File: src/rtl/fetch_issue_if.sv
// Fetch/issue bus: program-memory read port, decoder issue port and control-path redirect.
interface fetch_issue_if;
  logic       pm_rd;
  logic [7:0] pm_addr;
  logic [7:0] pm_data;
  logic       stall;
  logic       redirect;
  logic [7:0] redirect_addr;
  logic [7:0] opcode;
  logic [7:0] operand;
  logic       issue_valid;
  logic [7:0] pc_next;
  logic       illegal;

  modport master (
    output pm_rd, pm_addr, opcode, operand, issue_valid, pc_next, illegal,
    input  pm_data, stall, redirect, redirect_addr
  );

  modport slave (
    input  pm_rd, pm_addr, opcode, operand, issue_valid, pc_next, illegal,
    output pm_data, stall, redirect, redirect_addr
  );
endinterface

File: src/rtl/fetch_issue.sv
// Byte fetcher with 3-deep prefetch FIFO; issues 1/2-byte instructions, 3 cycles reset-to-first-issue.
// stall freezes the output slot and lets the FIFO fill; FETCH_ILLEGAL_TRAP_EN turns 1111_xxxx into NOP + illegal.
module fetch_issue #(
  parameter logic [7:0] PC_RST = 8'h00
) (
  input logic          clk,
  input logic          rst_n,
  fetch_issue_if.master bus
);

  logic [7:0] fifo [3];
  logic [7:0] fifo_nxt [3];
  logic [7:0] v [5];
  logic [1:0] occ;
  logic [1:0] occ_nxt;
  logic       inflight;
  logic       run;
  logic [7:0] fetch_pc;
  logic [7:0] head_pc;
  logic [7:0] opcode_q;
  logic [7:0] operand_q;
  logic [7:0] pc_next_q;
  logic       issue_valid_q;
  logic [2:0] avail;
  logic [2:0] len;
  logic [2:0] n;
  logic       two;
  logic       slot_free;
  logic       do_issue;
  logic       pm_rd_i;
  logic       trap;

  function automatic logic is_two(input logic [7:0] op);
    return (op == 8'h03) || (op == 8'h05) ||
           (op[7:3] == 5'b00001) || (op[7:3] == 5'b00110) || (op[7:3] == 5'b01011) ||
           (op[7] && op[3] && (op[6:4] != 3'b111));
  endfunction

  // Byte view: buffered bytes followed by the arriving read response (bypass).
  always_comb begin
    for (int i = 0; i < 5; i++) v[i] = 8'h00;
    for (int i = 0; i < 3; i++) if (2'(i) < occ) v[i] = fifo[i];
    if (inflight) v[occ] = bus.pm_data;
  end

  assign avail     = {1'b0, occ} + {2'b00, inflight};
  assign two       = is_two(v[0]);
  assign len       = two ? 3'd2 : 3'd1;
  assign slot_free = !issue_valid_q || !bus.stall;
  assign do_issue  = slot_free && (avail >= len);
  assign n         = do_issue ? len : 3'd0;
  assign occ_nxt   = 2'(avail - n);
  assign pm_rd_i   = run && (avail < 3'd3);

  always_comb begin
    for (int i = 0; i < 3; i++) fifo_nxt[i] = v[3'(i) + n];
  end

  always_ff @(posedge clk or negedge rst_n) begin
    if (!rst_n) begin
      for (int i = 0; i < 3; i++) fifo[i] <= 8'h00;
      occ           <= 2'd0;
      inflight      <= 1'b0;
      run           <= 1'b0;
      fetch_pc      <= PC_RST;
      head_pc       <= PC_RST;
      opcode_q      <= 8'h00;
      operand_q     <= 8'h00;
      pc_next_q     <= PC_RST;
      issue_valid_q <= 1'b0;
    end else begin
      run <= 1'b1;
      if (bus.redirect) begin
        occ           <= 2'd0;
        inflight      <= 1'b0;
        fetch_pc      <= bus.redirect_addr;
        head_pc       <= bus.redirect_addr;
        issue_valid_q <= 1'b0;
      end else begin
        fifo     <= fifo_nxt;
        occ      <= occ_nxt;
        inflight <= pm_rd_i;
        if (pm_rd_i) fetch_pc <= fetch_pc + 8'd1;
        if (do_issue) begin
          opcode_q      <= trap ? 8'h00 : v[0];
          operand_q     <= two ? v[1] : 8'h00;
          pc_next_q     <= head_pc + {5'b0, len};
          head_pc       <= head_pc + {5'b0, len};
          issue_valid_q <= 1'b1;
        end else if (slot_free) begin
          issue_valid_q <= 1'b0;
        end
      end
    end
  end

`ifdef FETCH_ILLEGAL_TRAP_EN
  logic illegal_q;
  assign trap = &v[0][7:4];

  always_ff @(posedge clk or negedge rst_n) begin
    if (!rst_n) illegal_q <= 1'b0;
    else        illegal_q <= !bus.redirect && do_issue && trap;
  end

  assign bus.illegal = illegal_q;
`else
  assign trap        = 1'b0;
  assign bus.illegal = 1'b0;
`endif

  assign bus.pm_rd       = pm_rd_i;
  assign bus.pm_addr     = fetch_pc;
  assign bus.opcode      = opcode_q;
  assign bus.operand     = operand_q;
  assign bus.pc_next     = pc_next_q;
  assign bus.issue_valid = issue_valid_q;

endmodule

File: src/flat_wrapper.sv
// flat-port wrapper written by rule: the top's interface ports become plain ports
module fetch_issue_flat 
#(
  parameter logic [7:0] PC_RST = 8'h00
)
  (clk, rst_n, bus_pm_rd, bus_pm_addr, bus_opcode, bus_operand, bus_issue_valid, bus_pc_next, bus_illegal, bus_pm_data, bus_stall, bus_redirect, bus_redirect_addr);
  fetch_issue_if bus_i ();
  input logic clk;
  input logic rst_n;
  output wire logic [$bits(bus_i.pm_rd)-1:0] bus_pm_rd;
  output wire logic [$bits(bus_i.pm_addr)-1:0] bus_pm_addr;
  output wire logic [$bits(bus_i.opcode)-1:0] bus_opcode;
  output wire logic [$bits(bus_i.operand)-1:0] bus_operand;
  output wire logic [$bits(bus_i.issue_valid)-1:0] bus_issue_valid;
  output wire logic [$bits(bus_i.pc_next)-1:0] bus_pc_next;
  output wire logic [$bits(bus_i.illegal)-1:0] bus_illegal;
  input wire logic [$bits(bus_i.pm_data)-1:0] bus_pm_data;
  input wire logic [$bits(bus_i.stall)-1:0] bus_stall;
  input wire logic [$bits(bus_i.redirect)-1:0] bus_redirect;
  input wire logic [$bits(bus_i.redirect_addr)-1:0] bus_redirect_addr;
  assign bus_pm_rd = bus_i.pm_rd;
  assign bus_pm_addr = bus_i.pm_addr;
  assign bus_opcode = bus_i.opcode;
  assign bus_operand = bus_i.operand;
  assign bus_issue_valid = bus_i.issue_valid;
  assign bus_pc_next = bus_i.pc_next;
  assign bus_illegal = bus_i.illegal;
  assign bus_i.pm_data = bus_pm_data;
  assign bus_i.stall = bus_stall;
  assign bus_i.redirect = bus_redirect;
  assign bus_i.redirect_addr = bus_redirect_addr;
  fetch_issue #(.PC_RST(PC_RST)) u_core (.clk(clk), .rst_n(rst_n), .bus(bus_i));
endmodule
File: config.mk
export PLATFORM = sky130hd
export DESIGN_NAME = fetch_issue_flat
export DESIGN_NICKNAME = d
export VERILOG_FILES = /design/src/rtl/fetch_issue_if.sv /design/src/rtl/fetch_issue.sv /design/src/flat_wrapper.sv
export SDC_FILE = /design/constraint.sdc
export NUM_CORES = 1
export LEC_CHECK = 0
export CORE_MARGIN = 8
export CORE_UTILIZATION = 52
export CTS_CLUSTER_SIZE = 16
export DETAILED_ROUTE_END_ITERATION = 10
export PLACE_DENSITY = 0.76
export SLEW_MARGIN = 20
export SYNTH_ARGS = -nofsm -noshare
export SYNTH_HDL_FRONTEND = slang
export SYNTH_SLANG_ARGS = --single-unit
File: constraint.sdc
create_clock -name clk -period 8.1 [get_ports clk]
set_input_delay 2.025 -clock clk [delete_from_list [all_inputs] [get_ports clk]]
set_output_delay 2.025 -clock clk [all_outputs]
set_load 0.02 [all_outputs]
== Word-level counts from Yosys, hierarchy flattened ==
Index checks and enable logic that the tools add are counted.

* $add $sub $neg: 6
* $lt $le $gt $ge: 10
* Eq/ne operators: 6
* Muxes and demuxes: 28
* Bitwise gates (word level): 5
* Reductions and logical operators: 17

{| class="wikitable"
|+ Operators by type and width
! cell !! count
|-
| 2-to-1 mux 8 bit || 15
|-
| binary-select mux 8 bit (select 3 bit) || 3
|-
| bitwise mux 40 bit || 1
|-
| 2-to-1 mux 40 bit || 1
|-
| demux 8 bit (select 3 bit) || 1
|-
| greater-or-equal comparator 4 bit, second input constant || 3
|-
| NOT 3 -> 4 bit || 3
|-
| adder 8 x 1 -> 8 bit, second input constant || 1
|-
| adder 8 x 3 -> 8 bit || 1
|-
| == test 8 x 2 -> 1 bit, second input constant || 1
|-
| == test 8 x 3 -> 1 bit, second input constant || 1
|-
| logical OR 1 bit || 6
|-
| 2-to-1 mux 2 bit || 3
|-
| == test 5 x 1 -> 1 bit, second input constant || 1
|-
| == test 5 x 3 -> 1 bit, second input constant || 1
|-
| == test 5 x 4 -> 1 bit, second input constant || 1
|-
| logical AND 1 bit || 5
|-
| greater-or-equal comparator 3 x 4 -> 1 bit, second input constant || 1
|-
| < comparator 1 x 2 -> 1 bit, first input constant || 2
|-
| 2-to-1 mux 1 bit || 4
|-
| nonzero test 2 bit || 2
|-
| adder 1 x 3 -> 3 bit, first input constant || 1
|-
| adder 2 x 1 -> 3 bit || 1
|-
| adder 2 x 3 -> 3 bit, first input constant || 1
|-
| other kinds (11) || 12
|}

* Register bits after elaboration: 69
* Input bits: 20
* Output and inout port bits: 35

== Longest topological paths before layout ==
* Word-level depth: 22
* Mapped depth: 24
* Gate-level depth less buffers: 18

== Worst setup path before layout ==
Ideal clock, no wire load.

* Path kind: input -> register
* Start point: input port bus_pm_data[6]
* End point: register u_core.fifo[13] (netlist name)
* Setup time: 0.065 ns
* Arrival time: 6.147 ns
* Data required time: 8.035 ns
* Path slack: 1.888 ns
* Stages on the path: 20
* Cell sequence: and4bb_2 -> a211o_1 -> a32o_1 -> and2_4 -> buf_6 -> nor2_1 -> buf_2 -> fa_1 -> a31oi_1 -> nand2b_1 -> clkbuf_1 -> clkbuf_1 -> nor2_1 -> ha_1 -> or3_1 -> clkbuf_1 -> o22ai_1 -> nand2_1 -> o311ai_0 -> mux2_2

* Longest elaborated chain between the ends: 17

{| class="wikitable"
|+ Ends and longest elaborated chain
! what !! line !! text
|-
| start, declared || flat_wrapper.sv:17 || <nowiki>input wire logic [$bits(bus_i.pm_data)-1:0] bus_pm_data;</nowiki>
|-
| bitwise mux 40 bit * || fetch_issue.sv:43 || <nowiki>if (inflight) v[occ] = bus.pm_data;</nowiki>
|-
| 2-to-1 mux 40 bit * || fetch_issue.sv:43 ||
|-
| == test 8 x 2 -> 1 bit or == test 8 x 3 -> 1 bit (tied branches) || fetch_issue.sv:34 || <nowiki>return (op == 8'h03) || (op == 8'h05) ||</nowiki>
|-
| logical OR 1 bit (2 in a row) || fetch_issue.sv:34 ||
|-
| logical OR 1 bit (2 in a row) || fetch_issue.sv:35 || <nowiki>(op[7:3] == 5'b00001) || (op[7:3] == 5'b00110) || (op[7:3] == 5'b01011) ||</nowiki>
|-
| logical OR 1 bit * || fetch_issue.sv:35 ||
|-
| 2-to-1 mux 2 bit * || fetch_issue.sv:48 || <nowiki>assign len = two ? 3'd2 : 3'd1;</nowiki>
|-
| greater-or-equal comparator 3 x 2 -> 1 bit || fetch_issue.sv:50 || <nowiki>assign do_issue = slot_free && (avail >= len);</nowiki>
|-
| logical AND 1 bit || fetch_issue.sv:50 ||
|-
| 2-to-1 mux 2 bit * || fetch_issue.sv:51 || <nowiki>assign n = do_issue ? len : 3'd0;</nowiki>
|-
| adder 1 x 3 -> 3 bit * || fetch_issue.sv:56 || <nowiki>for (int i = 0; i < 3; i++) fifo_nxt[i] = v[3'(i) + n];</nowiki>
|-
| NOT 3 -> 4 bit (implied by the code) * || fetch_issue.sv:56 ||
|-
| binary-select mux 8 bit (select 3 bit) * || fetch_issue.sv:56 ||
|-
| 2-to-1 mux 8 bit (implied by the code) * (2 in a row) || fetch_issue.sv:56 ||
|-
| end signal, assigned || fetch_issue.sv:80 || <nowiki>fifo <= fifo_nxt;</nowiki>
|-
| end, declared || fetch_issue.sv:11 || <nowiki>logic [7:0] fifo [3];</nowiki>
|}

Mark *: on every way between the ends. The rest lies on a longest branch, timed or not. The select of a mux whose other input is x is not followed.
A chain may end at the register's enable or synchronous reset.

== Final worst setup path ==
* Start point: input port bus_pm_data[4]
* End point: register u_core.fifo[10] (netlist name)

The elaborated chain is that of the path after synthesis.

==> results by group <==
Outcome
  – Outcome: completed

Clocking
  – Clock Tree Root: clkbuf_8
  – Clock Latency Late Sink: 350 ps
  – Setup Fix Bufs, Post-CTS: 0
  – Worst-case clock buffer depth: 2
  – CTS buffer count: 9
  – H-tree levels: 3
  – Clock transition at path regs: 70 ps
  – CTS tree: yes
  – CTS Hold Bufs: 0
  – Clock Sinks: 69
  – Post-CTS resize count: 0

Global routing
  – First-pass GRT wire length: about 19,000 um
  – Largest net degree at the start of global routing: 70
  – All-Layer GR Usage: 20.3%
  – Vias in the first global route: ~3,600
  – Grt total ovfl: 0
  – Antenna violations before repair: 0

Worst setup path
  – Slowest-stage cell, CP: nor2_1
  – RR Endpoint: u_core.fifo[10]
  – FF-to-FF path depth: 17
  – Worst reg2reg setup slack: 2120 ps
  – Worst R2R Start: u_core.occ[1]
  – Worst path arrival time: 7480 ps
  – CP Launch Type: input port
  – Worst-path fanout max: 22
  – Worst path max stage delay: 800 ps
  – Critical path startpoint: bus_pm_data[4]
  – Crit-path cells: clkdlybuf4s50_1 -> nand4bb_1 -> a211o_1 -> a32o_1 -> and2_4 -> nor2_1 -> fa_1 -> a31oi_1 -> nand2b_1 -> a21o_1 -> nor2_4 -> ha_1 -> or3_1 -> o22ai_1 -> nand2_1 -> o311ai_0 -> mux2_2
  – WS Path Type: in -> reg
  – Setup crit end kind: flip-flop
  – Critical Path RT: 8390 ps

Timing
  – Clock Skew: 11.1 ps
  – RSZ-0062 raised after global routing: false
  – Slew headroom: 30.2%
  – Max-slew violations: 0
  – Period utilization: 88.8%
  – Final setup vio count: 0
  – Setup slack after layout: 911 ps
  – Fin Setup TNS: 0 ps
  – Final Hold Viols: 0
  – Tmin final: 7190 ps
  – Worst hold slack: around 480 ps
  – Worst Max-Slew Pin Slew: approximately 1000 ps
  – F_max: between 0.1 and 0.15 GHz

Layout
  – Commonest non-fill, non-tap cells in the layout: 85 x nand2_1, 69 x dfrtp_1, 51 x clkdlybuf4s50_1
  – Proportion of layout cells with a drive suffix above 1: 8.32%
  – Area delta synth->final: 18.1%
  – Cell area after layout: roughly 5000 um^2
  – Final nets: 553
  – N_diodes: 0
  – Commonest non-fill, non-tap cell in the layout: nand2_1

Placement
  – GPL Wtd Cong: 0.942
  – Placement Setup Slack: 635 ps
  – Half-perimeter wire length after detailed placement: 7990 um
  – Dpl cell area: 4750 um^2
  – Number of I/O port buffers: between 50 and 60

Floorplan
  – Core ar.: 8010 um^2
  – Starting Density: 52.5%
  – Top Ports: 55
  – Die area: 11,200 um^2
  – Rows: 33
  – Die Y: 106 um
  – Die W: 106 um

Logic synthesis
  – Ys Warns: 0
  – Seq/Total Area, Yosys: 41.0%
  – Synth Area in Compound Gates: ~22%
  – Async set or reset register ratio after synthesis: 100%
  – Post-synthesis adder-cell area fraction: 3.03%
  – Cell count after synthesis: slightly below 500
  – Post-synth EDFFs: 0
  – Mean post-synth cell area: approximately 8.6 um^2
  – Post-Synth XOR/XNOR Area: under 10%
  – Largest family of logic cells by synthesized area: compound AO/OA/AOI/OAI gates
  – FF+latch count, synth: 69
  – Ys flop type: dfrtp_1
  – Syn_nets: 518
  – Multiplexer area fraction after synthesis: 3.72%
  – Post-Synth Simple-Gate Area: between 20% and 30%
  – Cell variety after synth: 57
  – Post-Syn Area: 4210 um^2

Min path
  – Hold Path Origin: u_core.bus.opcode[5]
  – Min-Delay Path Class: reg -> reg
  – Hold Path Sink: u_core.bus.opcode[5]
  – Hold path cells: 2

Pwr
  – Overall power: 1.81 mW
  – Max IR drop VDD: 0.000224 V
  – Pleak: 2.04 nW
  – Power Density: 364 nW/um^2

Routing
  – DRC viols: 0
  – WL/cell: 17.9 um
  – Final wirelength: 11,300 um
  – Iteration count of the initial detailed-routing pass: 5
  – Via count: just under 4,000
  – 1st-iter DRT viols: a little under 300
  – Final ANT Viol Nets: 0
  – Via/cell ratio: 6.15

Job
  – Max-cap violation count: 0
power breakdown:
part / switching [mW] / internal, mW / total (mW)
Clock: 0.137 / 0.174 / 0.311
Combinational: 0.595 / 0.374 / 0.969
Sequential: 0.0828 / 0.445 / 0.528
Total: 0.815 / 0.992 / 1.81
cells in the mapped netlist, drive strengths merged (8+ instances only):
cell type,count,area [um^2]
buf,13,72.6
xnor2,11,96.3
a21oi,27,135
a31oi,8,50.1
mux2,13,146
nand2b,8,50.1
o22ai,9,56.3
nor3,12,60.1
inv,14,52.6
o21ai,48,240
clkbuf,23,86.3
dfrtp,69,1730
nand3,20,100
nor2,22,90.1
o31ai,14,105
nand2,85,319
metrics by stage:
stage	cells	utilization (%)
6_report	634	62.0
5_1_grt	634	62.0
4_1_cts	634	62.0
3_5_place_dp	618	59.3
3_3_place_gp	618	59.3
2_1_floorplan	489	-
layout make-up:
cell class / count / area, um^2
inverters: 14 / 52.6
flip-flops and latches: 69 / 1730
repair buffers: 60 / 573
multi-input cells: 370 / 2270
well taps: 105 / 131
fillers: 700 / 3040
clock inverters: 6 / 87.6
clock buffers: 10 / 128
worst max path at each step:
stage / to / slack (ps) / cells after the start
global route: u_core.fifo[10] / 600 / 17
global placement: u_core.fifo[12] / 840 / 17
detailed placement: u_core.fifo[11] / 630 / 17
finish: u_core.fifo[10] / 910 / 17
CTS: u_core.fifo[10] / 960 / 17
floorplan: u_core.fifo[13] / 1890 / 20
critical path: cells and delay by family:
kind                       cells  cell delay, ps
AOI/OAI and AO/OA              6            1490
buffers and inverters          1             530
muxes                          1             210
and+or+nand+nor                7            2260
adders and majority gates      2             950
flip-flops by register name, indices dropped and copies added (netlist names):
| signal | count |
|---|---|
| u_core.bus.pc_next | 8 |
| u_core.bus.operand | 8 |
| u_core.inflight | 1 |
| u_core.bus.opcode | 8 |
| u_core.bus.issue_valid | 1 |
| u_core.fifo | 24 |
| u_core.run | 1 |
| u_core.occ | 2 |
| u_core.head_pc | 8 |
| u_core.bus.pm_addr | 8 |
cell families (layout without fill, tap and decap cells):
logic type / Yosys count / in the layout
AOI/OAI and AO/OA: 147 / 147
xor gates and xnor gates: 18 / 18
adders and majority gates: 9 / 9
DFF: 69 / 69
and+or+nand+nor: 180 / 180
muxes: 14 / 14
other: 2 / 2
buffers and inverters: 50 / 90
layer usage:
| metal | wire [um] | part of all wire, % | GRT usage [%] |
|---|---|---|---|
| met3 | 814 | 7.2 | 4.36 |
| met2 | 5150 | 45 | 30.3 |
| met5 | 0 | 0 | 0 |
| met4 | 265 | 2.3 | 8.84 |
| met1 | 5110 | 45 | 27.9 |
Power figures use the tool's default switching activity.
